<file path="src/rtl/key_pkg.sv">
// rtl/key_pkg.sv - shared types and widths for the push-button debouncer
package key_pkg;

  typedef enum logic [1:0] {
    IDLE        = 2'd0,
    PRESS_CHK   = 2'd1,
    DOWN        = 2'd2,
    RELEASE_CHK = 2'd3
  } key_state_t;

  localparam int PRESS_CNT_W = 8;

endpackage

</file>
<file path="src/rtl/sync_2ff.sv">
// rtl/sync_2ff.sv - two-flop synchroniser with a selectable reset level
module sync_2ff #(
  parameter logic RST_VAL = 1'b0
) (
  input  logic clk,
  input  logic rst,
  input  logic i_d,
  output logic o_q
);

  logic r_meta;
  logic r_sync;

  always_ff @(posedge clk) begin
    if (rst) begin
      r_meta <= RST_VAL;
      r_sync <= RST_VAL;
    end else begin
      r_meta <= i_d;
      r_sync <= r_meta;
    end
  end

  assign o_q = r_sync;

endmodule

</file>
<file path="src/rtl/key_debounce.sv">
// rtl/key_debounce.sv - push-button debouncer with level, press/release/long strobes
// and a wrapping press counter.
module key_debounce
  import key_pkg::*;
#(
  parameter int DEB_CNT    = 10000,
  parameter int LONG_CNT   = 50000000,
  parameter int CNT_W      = 26,
  parameter int ACTIVE_LOW = 1
) (
  input  logic                   clk,
  input  logic                   rst,
  input  logic                   io_i,
  output logic                   key_level,
  output logic                   key_press,
  output logic                   key_release,
  output logic                   key_long,
  output logic [PRESS_CNT_W-1:0] press_cnt
);

  localparam logic [CNT_W-1:0] DEB_LAST  = CNT_W'(DEB_CNT - 1);
  localparam logic [CNT_W-1:0] LONG_LAST = CNT_W'(LONG_CNT - 1);
  localparam logic [CNT_W-1:0] LONG_PRE  = CNT_W'(LONG_CNT - 2);
  localparam logic             PAD_IDLE  = (ACTIVE_LOW != 0) ? 1'b1 : 1'b0;

  logic                   w_sync;
  logic                   w_k;

  key_state_t             r_state;
  logic [CNT_W-1:0]       r_deb_cnt;
  logic [CNT_W-1:0]       r_hold_cnt;
  logic                   r_long_done;
  logic                   r_level;
  logic                   r_press;
  logic                   r_release;
  logic                   r_long;
  logic [PRESS_CNT_W-1:0] r_press_cnt;

  sync_2ff #(
    .RST_VAL (PAD_IDLE)
  ) u_sync (
    .clk (clk),
    .rst (rst),
    .i_d (io_i),
    .o_q (w_sync)
  );

  // w_k is 1 whenever the synchronised pad reads "pressed"
  assign w_k = (ACTIVE_LOW != 0) ? ~w_sync : w_sync;

  always_ff @(posedge clk) begin
    if (rst) begin
      r_state     <= IDLE;
      r_deb_cnt   <= '0;
      r_hold_cnt  <= '0;
      r_long_done <= 1'b0;
      r_level     <= 1'b0;
      r_press     <= 1'b0;
      r_release   <= 1'b0;
      r_long      <= 1'b0;
      r_press_cnt <= '0;
    end else begin
      r_press   <= 1'b0;
      r_release <= 1'b0;
      r_long    <= 1'b0;

      // Hold timing runs through release bounces; the case below may override long_done on IDLE entry.
      if (r_state == DOWN || r_state == RELEASE_CHK) begin
        if (r_hold_cnt != LONG_LAST) begin
          r_hold_cnt <= r_hold_cnt + 1'b1;
        end
        if (r_hold_cnt == LONG_PRE && !r_long_done) begin
          r_long      <= 1'b1;
          r_long_done <= 1'b1;
        end
      end

      case (r_state)
        IDLE: begin
          if (w_k) begin
            r_state   <= PRESS_CHK;
            r_deb_cnt <= '0;
          end
        end
        PRESS_CHK: begin
          if (!w_k) begin
            r_state     <= IDLE;
            r_deb_cnt   <= '0;
            r_long_done <= 1'b0;
          end else if (r_deb_cnt == DEB_LAST) begin
            r_state     <= DOWN;
            r_deb_cnt   <= '0;
            r_hold_cnt  <= '0;
            r_press     <= 1'b1;
            r_level     <= 1'b1;
            r_press_cnt <= r_press_cnt + 1'b1;
          end else begin
            r_deb_cnt <= r_deb_cnt + 1'b1;
          end
        end
        DOWN: begin
          if (!w_k) begin
            r_state   <= RELEASE_CHK;
            r_deb_cnt <= '0;
          end
        end
        RELEASE_CHK: begin
          if (w_k) begin
            r_state   <= DOWN;
            r_deb_cnt <= '0;
          end else if (r_deb_cnt == DEB_LAST) begin
            r_state     <= IDLE;
            r_deb_cnt   <= '0;
            r_release   <= 1'b1;
            r_level     <= 1'b0;
            r_long_done <= 1'b0;
          end else begin
            r_deb_cnt <= r_deb_cnt + 1'b1;
          end
        end
        default: begin
          r_state   <= IDLE;
          r_deb_cnt <= '0;
        end
      endcase
    end
  end

  assign key_level   = r_level;
  assign key_press   = r_press;
  assign key_release = r_release;
  assign key_long    = r_long;
  assign press_cnt   = r_press_cnt;

endmodule

</file>
<file path="config.mk">
export PLATFORM = sky130hd
export DESIGN_NAME = key_debounce
export DESIGN_NICKNAME = d
export VERILOG_FILES = /design/src/rtl/key_pkg.sv /design/src/rtl/sync_2ff.sv /design/src/rtl/key_debounce.sv
export SDC_FILE = /design/constraint.sdc
export NUM_CORES = 1
export LEC_CHECK = 0
export CELL_PAD_IN_SITES_DETAIL_PLACEMENT = 1
export CELL_PAD_IN_SITES_GLOBAL_PLACEMENT = 2
export CORE_ASPECT_RATIO = 0.8
export CORE_MARGIN = 3
export CORE_UTILIZATION = 32
export CTS_CLUSTER_SIZE = 14
export DETAILED_ROUTE_END_ITERATION = 8
export PLACE_DENSITY_LB_ADDON = 0.1
export SYNTH_ARGS = -nofsm -noshare
export SYNTH_HDL_FRONTEND = slang
export SYNTH_SLANG_ARGS = --single-unit
export TNS_END_PERCENT = 1
</file>
<file path="constraint.sdc">
create_clock -name clk -period 3 [get_ports clk]
set_input_delay 0.6 -clock clk [delete_from_list [all_inputs] [get_ports clk]]
set_output_delay 0.6 -clock clk [all_outputs]
set_load 0.005 [all_outputs]
</file>
==> impl_summary.md, run 1 <==
Logic synthesis
The share of Yosys cell area claimed by the top area cell type is 0.4179. Counting flops with an async set or reset pin after synthesis yields a share of 0. Of the total synthesized cell area, the portion taken by AND, OR, NAND and NOR gates is 0.3384. The fraction of the mapped netlist area in compound gates is 0.1151. The cell with the most instances after synthesis is sky130_fd_sc_hd__dfxtp_1. The count of synthesis-stage warnings from yosys is 0. The share of the yosys chip area belonging to registers is 0.4179. The synthesized instance count is 409.

In this run, synthesis inferred 0 flip-flops with an integrated enable. Of the total synthesized cell area, the portion taken by XOR and XNOR cells is 0.06094. Counting flops and latches in the post-synthesis netlist gives 69. The most used flip-flop cell after synthesis is sky130_fd_sc_hd__dfxtp_1. Measured against the total synthesized area, the mux share comes to 0.01211. Yosys attributes the largest share of cell area to sky130_fd_sc_hd__dfxtp_1 42%, sky130_fd_sc_hd__nand3_1 6.4%, sky130_fd_sc_hd__nor2_1 4.4%.

The main combinational cell family by area after synthesis is simple AND/OR/NAND/NOR gates. Yosys mapped the design onto 41 distinct sky130hd cell types. In the synthesized netlist, the cells that appear most often are 69 x sky130_fd_sc_hd__dfxtp_1, 42 x sky130_fd_sc_hd__nand3_1, 39 x sky130_fd_sc_hd__nor2_1. The synthesized-area fraction occupied by adder cells is 0.01514. Counting every net in the synthesized netlist gives 416. The synthesized netlist occupies a cell area of 3306 um2.

The biggest area consumer among synthesized cells is sky130_fd_sc_hd__dfxtp_1. Averaged over all synthesized cells, the footprint is 8.082 um2.

CTS
The TritonCTS clock tree is yes. The clock net sink count is 69. Post-CTS timing repair inserted 0 buffers for setup. The TritonCTS buffer count is 9. The number of H-tree levels is 3. The clock-pin slew on the worst setup and hold paths is 0.06 ns. The post-cts sizing count is 0. The cell chosen for the clock root is sky130_fd_sc_hd__clkbuf_16.

For this design, the CTS-stage hold fixing added 0 buffers. Clock latency on the worst-skew pair, taken at its later pin, is 0.34 ns. In this run the deepest clock path goes through 2 buffers.

Global routing
The pin count of the biggest net entering global routing is 32. The first global-routing pass estimated 14560 um of wire. The number of antenna violations at the first check in global routing is 0.

The global router's overall resource usage is 0.1533. The sum of overflow across all layers after global routing is 0. The via count of the first global-routing pass is 3065.

Setup path
The number of cells on the critical path is 5. The critical path contains buffers and inverters numbering 0 combined. The type of destination of the critical path is a flop. On the critical path the largest part of the delay comes from simple AND/OR/NAND/NOR gates. For this design, the slowest cell found on the critical path is sky130_fd_sc_hd__or4_1.

The launching element type of the critical path is a flop. The most critical setup path has its startpoint at r_deb_cnt[18]. On the worst path, the slowest cell contributes a delay of 0.57 ns. Walking the worst path, the cells encountered are or4_1 -> or4_1 -> or3_1 -> or3_1 -> a21oi_1. The worst setup path is of the flop to flop kind. The worst path arrival time is 2.90 ns. The startpoint identified for the worst register-to-register timing path is r_deb_cnt[18]. For the worst flop-to-flop path, the logic depth is 5. In this run the worst setup path terminates at press_cnt[5]. The worst flop-to-flop path endpoint is press_cnt[5]. The data required time of the critical path is 3.27 ns. The setup slack of the worst register-to-register path is 0.36 ns. In this run the worst path has a maximum fanout of 10.

Pwr
The share of power burned in the clock network is 0.532. The internal power consumption is 1.642 mW. Of the total power, registers draw 0.447. The worst-case IR drop observed on VDD is 0.0002471 V.

Of the total power, combinational logic draws 0.021. In this run the power spent charging and discharging nets is 0.4220 mW. The power density over the cells is 523.7 nW/um2. The leakage power of the design is 1.325 nW. The net switching share of the total power is 0.2044.

Route
The number of routed nets with antenna violations is 0. The via count of the routed design is 3006. The average wire per cell in the routed design is 14.79 um. The mean number of vias per cell is 5.292. The residual DRC count is 0. The final layout contains routed wiring with a total length of 8401 um.

Before antenna repair, the detailed router went through 4 iterations. After the first detailed-routing iteration, the DRC count stood at 96.

Timing
Between clock sinks in the finished design, the worst skew comes to 0.005005 ns. Counting I/O delays and the setup requirement, the final critical path takes 2.636 ns. The count of endpoints failing hold in the final timing report is 0. At the pin with the least slew margin, the transition time is 0.6489 ns.

The worst max-slew margin expressed relative to the limit is 0.5674. The number of max-slew violations in the final report is 0. The maximum clock frequency is 379.4 MHz. Summed over all failing endpoints, the final setup total negative slack is 0 ns. Final hold analysis gives a worst-case slack of 0.4145 ns. Setup repair after global routing left no endpoint under its margin.

Setup violations remaining at the end of the flow were counted as 0. Dividing the final minimum period by the clock period gives 0.8786.

Hold path
The worst hold-check path type is flop to flop.

Layout
The proportion of layout cells with a drive suffix above 1 is 0.07407. The repair_antennas step left the layout with diodes totalling 0. The net total in the final layout is 434. The area growth from synthesis to layout is 19.23%.

Job
The max-cap check violation count is 0.

Placed design
Detailed placement finished with a half-perimeter wire length of 5880 um. Routability-driven placement finished with a final weighted congestion of 0.7157. The quantity of I/O buffers inserted on ports is 14.

Die
The total I/O pin count is 15. The floorplan step defined a die boundary enclosing 11590 um2. The effective utilization at floorplan is 0.3356. The floorplan step defined a core boundary enclosing 9849 um2. The die is 119.6 um wide. Measured along the y axis, the die boundary spans 96.91 um.

The number of placement rows is 32.

Run status
The run finished with clean final reports.
[power groups by stage]
stage	sequential, mW	combinational [mW]	clock (mW)
5_1_grt	0.923	0.0482	1.18
3_3_place_gp	0.942	0.0440	0
6_report	0.922	0.0433	1.10
4_1_cts	0.922	0.0445	1.14
2_1_floorplan	0.941	0.0259	0
3_5_place_dp	0.942	0.0444	0
[how the worst min path moves through the flow]
| stage | start | cells past startpoint | slack (ns) | end |
|---|---|---|---|---|
| finish | u_sync.r_meta | 1 | 0.41 | u_sync.o_q |
| global route | u_sync.r_meta | 1 | 0.43 | u_sync.o_q |
| CTS | u_sync.r_meta | 1 | 0.42 | u_sync.o_q |
| detailed placement | u_sync.r_meta | 1 | 0.40 | u_sync.o_q |
| global placement | u_sync.r_meta | 1 | 0.40 | u_sync.o_q |
| floorplan | u_sync.r_meta | 1 | 0.39 | u_sync.o_q |
[cell type report]
cell class,instances,area (um2)
Inverter,12,45.04
Fill cell,1220,5908
Timing Repair Buffer,26,242.7
Sequential cell,69,1381
Clock buffer,12,266.5
Multi-Input combinational cell,309,1790
Tap cell,136,170.2
Clock inverter,4,45.04
[cells by family (layout without fill, tap and decap cells)]
logic type	count (synthesis)	count (layout)
compound gates	66	66
buf+inv	31	54
fa+ha+maj	4	4
xor+xnor	23	23
simple gates	212	212
flops	69	69
mux	4	4
[worst reg2reg max path: cells and delay by family, from the launching register on]
family,cells,cell delay [ns]
and+or+nand+nor,4,2.07
DFF,1,0.35
AOI/OAI and AO/OA,1,0.15
[metal layers]
layer | share of wire | wire length, um | vias to the layer above | GRT usage
met5 | 0 | 0 | - | 0
met3 | 0.021 | 174 | 8 | 0.04091
met4 | 0.012 | 104 | 0 | 0.06074
met2 | 0.48 | 3994 | 18 | 0.2483
met1 | 0.49 | 4128 | 1458 | 0.1940
li1 | - | - | 1522 | -
[flip-flops by register name, indices dropped and copies added (netlist names), named ones only]
signal	cells
r_state	1
r_deb_cnt	26
u_sync.o_q	1
key_press	1
press_cnt	8
key_level	1
key_release	1
key_long	1
u_sync.r_meta	1
r_hold_cnt	26
r_long_done	1
[per-stage QoR]
step / utilization / worst slack (ns) / area, um2 / power, mW / instances
global route: 0.4002 / 0.1991 / 3941 / 2.151 / 568
finish: 0.4002 / 0.3642 / 3941 / 2.064 / 568
global placement: 0.3685 / 0.3970 / 3630 / 0.9864 / 552
detailed placement: 0.3685 / 0.3535 / 3630 / 0.9867 / 552
floorplan: - / 0.4754 / 3306 / 0.9671 / 409
CTS: 0.4002 / 0.3387 / 3941 / 2.107 / 568
[cells in the final DEF (no fill, tap or decap), types with 8 or more instances in the layout]
master | Yosys | layout
sky130_fd_sc_hd__dfxtp_1 | 69 | 69
sky130_fd_sc_hd__nand3_1 | 42 | 42
sky130_fd_sc_hd__nor2_1 | 39 | 39
sky130_fd_sc_hd__nand2_1 | 36 | 36
sky130_fd_sc_hd__a21oi_1 | 26 | 26
sky130_fd_sc_hd__or3_1 | 22 | 22
sky130_fd_sc_hd__nand4_1 | 20 | 20
sky130_fd_sc_hd__o21ai_0 | 20 | 20
sky130_fd_sc_hd__xor2_1 | 15 | 15
sky130_fd_sc_hd__clkdlybuf4s50_1 | 0 | 14
sky130_fd_sc_hd__inv_1 | 12 | 12
sky130_fd_sc_hd__buf_4 | 2 | 11
sky130_fd_sc_hd__clkbuf_16 | 0 | 9
sky130_fd_sc_hd__xnor2_1 | 8 | 8
sky130_fd_sc_hd__nor4_1 | 8 | 8
sky130_fd_sc_hd__a31oi_1 | 8 | 8
Note: power is estimated with default switching activity, not from simulation.
==> run 2, diff against run 1 <==
--- a/config.mk
+++ b/config.mk
@@ -12,8 +12,8 @@
 export CORE_UTILIZATION = 32
 export CTS_CLUSTER_SIZE = 14
 export DETAILED_ROUTE_END_ITERATION = 8
-export PLACE_DENSITY_LB_ADDON = 0.1
+export GPL_ROUTABILITY_DRIVEN = 0
+export PLACE_DENSITY = 0.74
 export SYNTH_ARGS = -nofsm -noshare
 export SYNTH_HDL_FRONTEND = slang
 export SYNTH_SLANG_ARGS = --single-unit
-export TNS_END_PERCENT = 1
==> run 2 against run 1 <==
  * Critical endpoint is now press_cnt[6]
  * Global-route usage decreased by 0.16 points
  * Worst hold slack got worse by 0.0045 ns
  * Critical path type unchanged
  * Utilization increased by 0.23 points
  * Clock-buffer cell count unchanged
==> impl_summary.md, run 2 (synthesis gave the netlist of run 1 again) <==
Run status
The run finished with clean final reports.

Die
The die width was 119.6 um (unchanged). The total I/O pin count is 15 (unchanged). The core area is 9849 um2 (unchanged). The effective utilization at floorplan is 0.3356 (unchanged). The number of placement rows is 32 (unchanged). The full die area is 11590 um2 (unchanged).

The height of the die is 96.91 um (unchanged).

Timing
The worst max-slew margin expressed relative to the limit is 0.5454 (-0.02203). The count of final setup violators came to 0 (unchanged). The setup TNS after final layout is 0 ns (unchanged). The clock skew after layout is 0.004100 ns (-0.0009054 ns). The minimum clock period after layout was 2.664 ns (+0.02792 ns). The maximum clock frequency is 375.4 MHz (-1.0%). The number of max-slew violations in the final report is 0 (unchanged). The measured slew at the worst slew-check pin came to 0.6820 ns (+0.03305 ns). The count of endpoints failing hold in the final timing report is 0 (unchanged).

Setup repair after global routing left no endpoint under its margin. The share of the cycle needed by the critical path after routing came to 0.8879 (+0.009307).

Pwr
The maximum vdd ir drop is 0.0002622 V (+6.1%). The power density over the cells is 533.0 nW/um2 (+1.8%). The total power came to 2.113 mW (+2.4%).

The leakage power of the design is 1.335 nW (+0.73%).

Global routing
The via count of the first global-routing pass is 2978 (-2.8%). The number of antenna violations at the first check in global routing was 0 (unchanged). The pin count of the biggest net entering global routing came to 32 (unchanged). The sum of overflow across all layers after global routing came to 0 (unchanged). The global router's overall resource usage was 0.1517 (-0.001623).

The first-pass GRT wire length was 14550 um (about the same).

Setup path
The critical path in this run is classified as flop to flop. The top fanout value on the critical path came to 10 (unchanged). The worst path arrival time is 2.92 ns (+0.02 ns). The worst setup path is captured at a flop. The data required time of the critical path is 3.26 ns (about the same).

The worst reg-to-reg path cell count is 5 (unchanged). The launching element type of the critical path is a flop.

CTS
The number of H-tree levels is 3 (unchanged). The cell chosen for the clock root is sky130_fd_sc_hd__clkbuf_16. The clock net sink count is 69 (unchanged). The clock tree buffer depth is 2 (unchanged). The number of hold buffers added after CTS is 0 (unchanged). The buffers inserted during post-CTS setup optimization was 0 (unchanged). The insertion delay of the later-clocked pin in the worst-skew pair was 0.33 ns (about the same). The TritonCTS buffer count is 9 (unchanged). The clock-pin slew on the worst setup and hold paths was 0.06 ns (about the same).

The post-cts sizing count came to 0 (unchanged). TritonCTS built the clock tree.

Layout
Leaving out fill and tap cells, the most frequent cells in the layout are 69 x sky130_fd_sc_hd__dfxtp_1, 42 x sky130_fd_sc_hd__nand3_1, 39 x sky130_fd_sc_hd__nor2_1. The combined flip-flop and latch cell area is 1381 um2 (unchanged). The antenna cell count is 0 (unchanged).

The most common cell after layout, fill and taps aside is sky130_fd_sc_hd__dfxtp_1. The number of filler cells placed in the layout is 1214 (-0.49%). The area of the multi-input gates was 1790 um2 (unchanged). The net total in the final layout is 435 (+0.23%). The final standard cell utilization of the core is 0.4024 (+0.002287). The proportion of layout cells with a drive suffix above 1 is 0.07390 (-0.0001711). Compared with the post-synthesis result, the final layout area differs by 19.91%.

Route
The top metal layer carrying routed signals is met4. The number of design-rule violations left by the first detailed-router iteration came to 191 (+99%). The mean number of vias per cell is 5.265 (-0.51%). The number of iterations in the first detailed-routing pass is 4 (unchanged). The total met2 wirelength after detailed routing is 3736 um (-6.5%). The via count of the routed design is 2996 (-0.33%). The total routed wirelength came to 8296 um (-1.2%).

The detailed-route wire length on metal 1 is 4211 um (+2.0%). The average wire per cell in the routed design came to 14.58 um (-1.4%). The total length of routed met3 wires is 224 um (+29%).

The residual DRC count is 0 (unchanged). The number of routed nets with antenna violations is 0 (unchanged).

Placed design
The quantity of I/O buffers inserted on ports is 14 (unchanged). The sum of net half-perimeters after detailed placement is 5641 um (-4.1%).

Hold path
The worst hold-check path type is flop to flop. The cell depth of the worst min-delay path is 1 (unchanged).

Job
The max-cap check violation count is 0 (unchanged).
-- run 2: cell count changes in the layout (fill, tap and decap cells not counted), sizes merged --
cell    previous run  this run
buf               12        13
bufinv             1         2
clkinv             3         2
-- run 2: path summary, 6_finish.rpt --
path	startpoint	end	slack, ns
worst max-delay path	r_deb_cnt[18]	press_cnt[6]	0.34
worst min-delay path	u_sync.r_meta	u_sync.o_q	0.41
worst max register to register	r_deb_cnt[18]	press_cnt[6]	0.34
worst min register to register	u_sync.r_meta	u_sync.o_q	0.41
-- run 2: area by class of cell --
cell class	count	area share
Multi-Input combinational cell	309	0.4517
Timing Repair Buffer	27	0.06313
Clock inverter	4	0.01768
Inverter	12	0.01136
Clock buffer	12	0.06471
Tap cell	136	0.04293
Sequential cell	69	0.3485
-- run 2: metal layers --
layer / global-route usage / vias up
li1: - / 1515
met1: 0.2044 / 1444
met2: 0.2370 / 25
met3: 0.03799 / 12
met4: 0.05106 / 0
met5: 0 / -
-- run 2: power by group --
group          internal [mW]  switching, mW
Clock                  0.770          0.377
Sequential             0.920        0.00265
Combinational         0.0161         0.0274
-- run 2: worst max-delay path: stages, from the launching register on --
cell and delay [ns]:
sky130_fd_sc_hd__dfxtp_1 0.36, sky130_fd_sc_hd__or4_1 0.56, sky130_fd_sc_hd__or4_1 0.58, sky130_fd_sc_hd__or3_1 0.56
sky130_fd_sc_hd__or3_1 0.40, sky130_fd_sc_hd__a21oi_1 0.13
-- run 2: metrics by stage --
stage | setup WS, ns | hold WS [ns] | std cells | area [um2]
floorplan | 0.4754 | 0.3895 | 409 | 3306
global placement | 0.4234 | 0.4006 | 553 | 3637
detailed placement | 0.3846 | 0.3985 | 553 | 3637
CTS | 0.3301 | 0.4093 | 569 | 3964
global route | 0.2297 | 0.4309 | 569 | 3964
finish | 0.3363 | 0.4100 | 569 | 3964
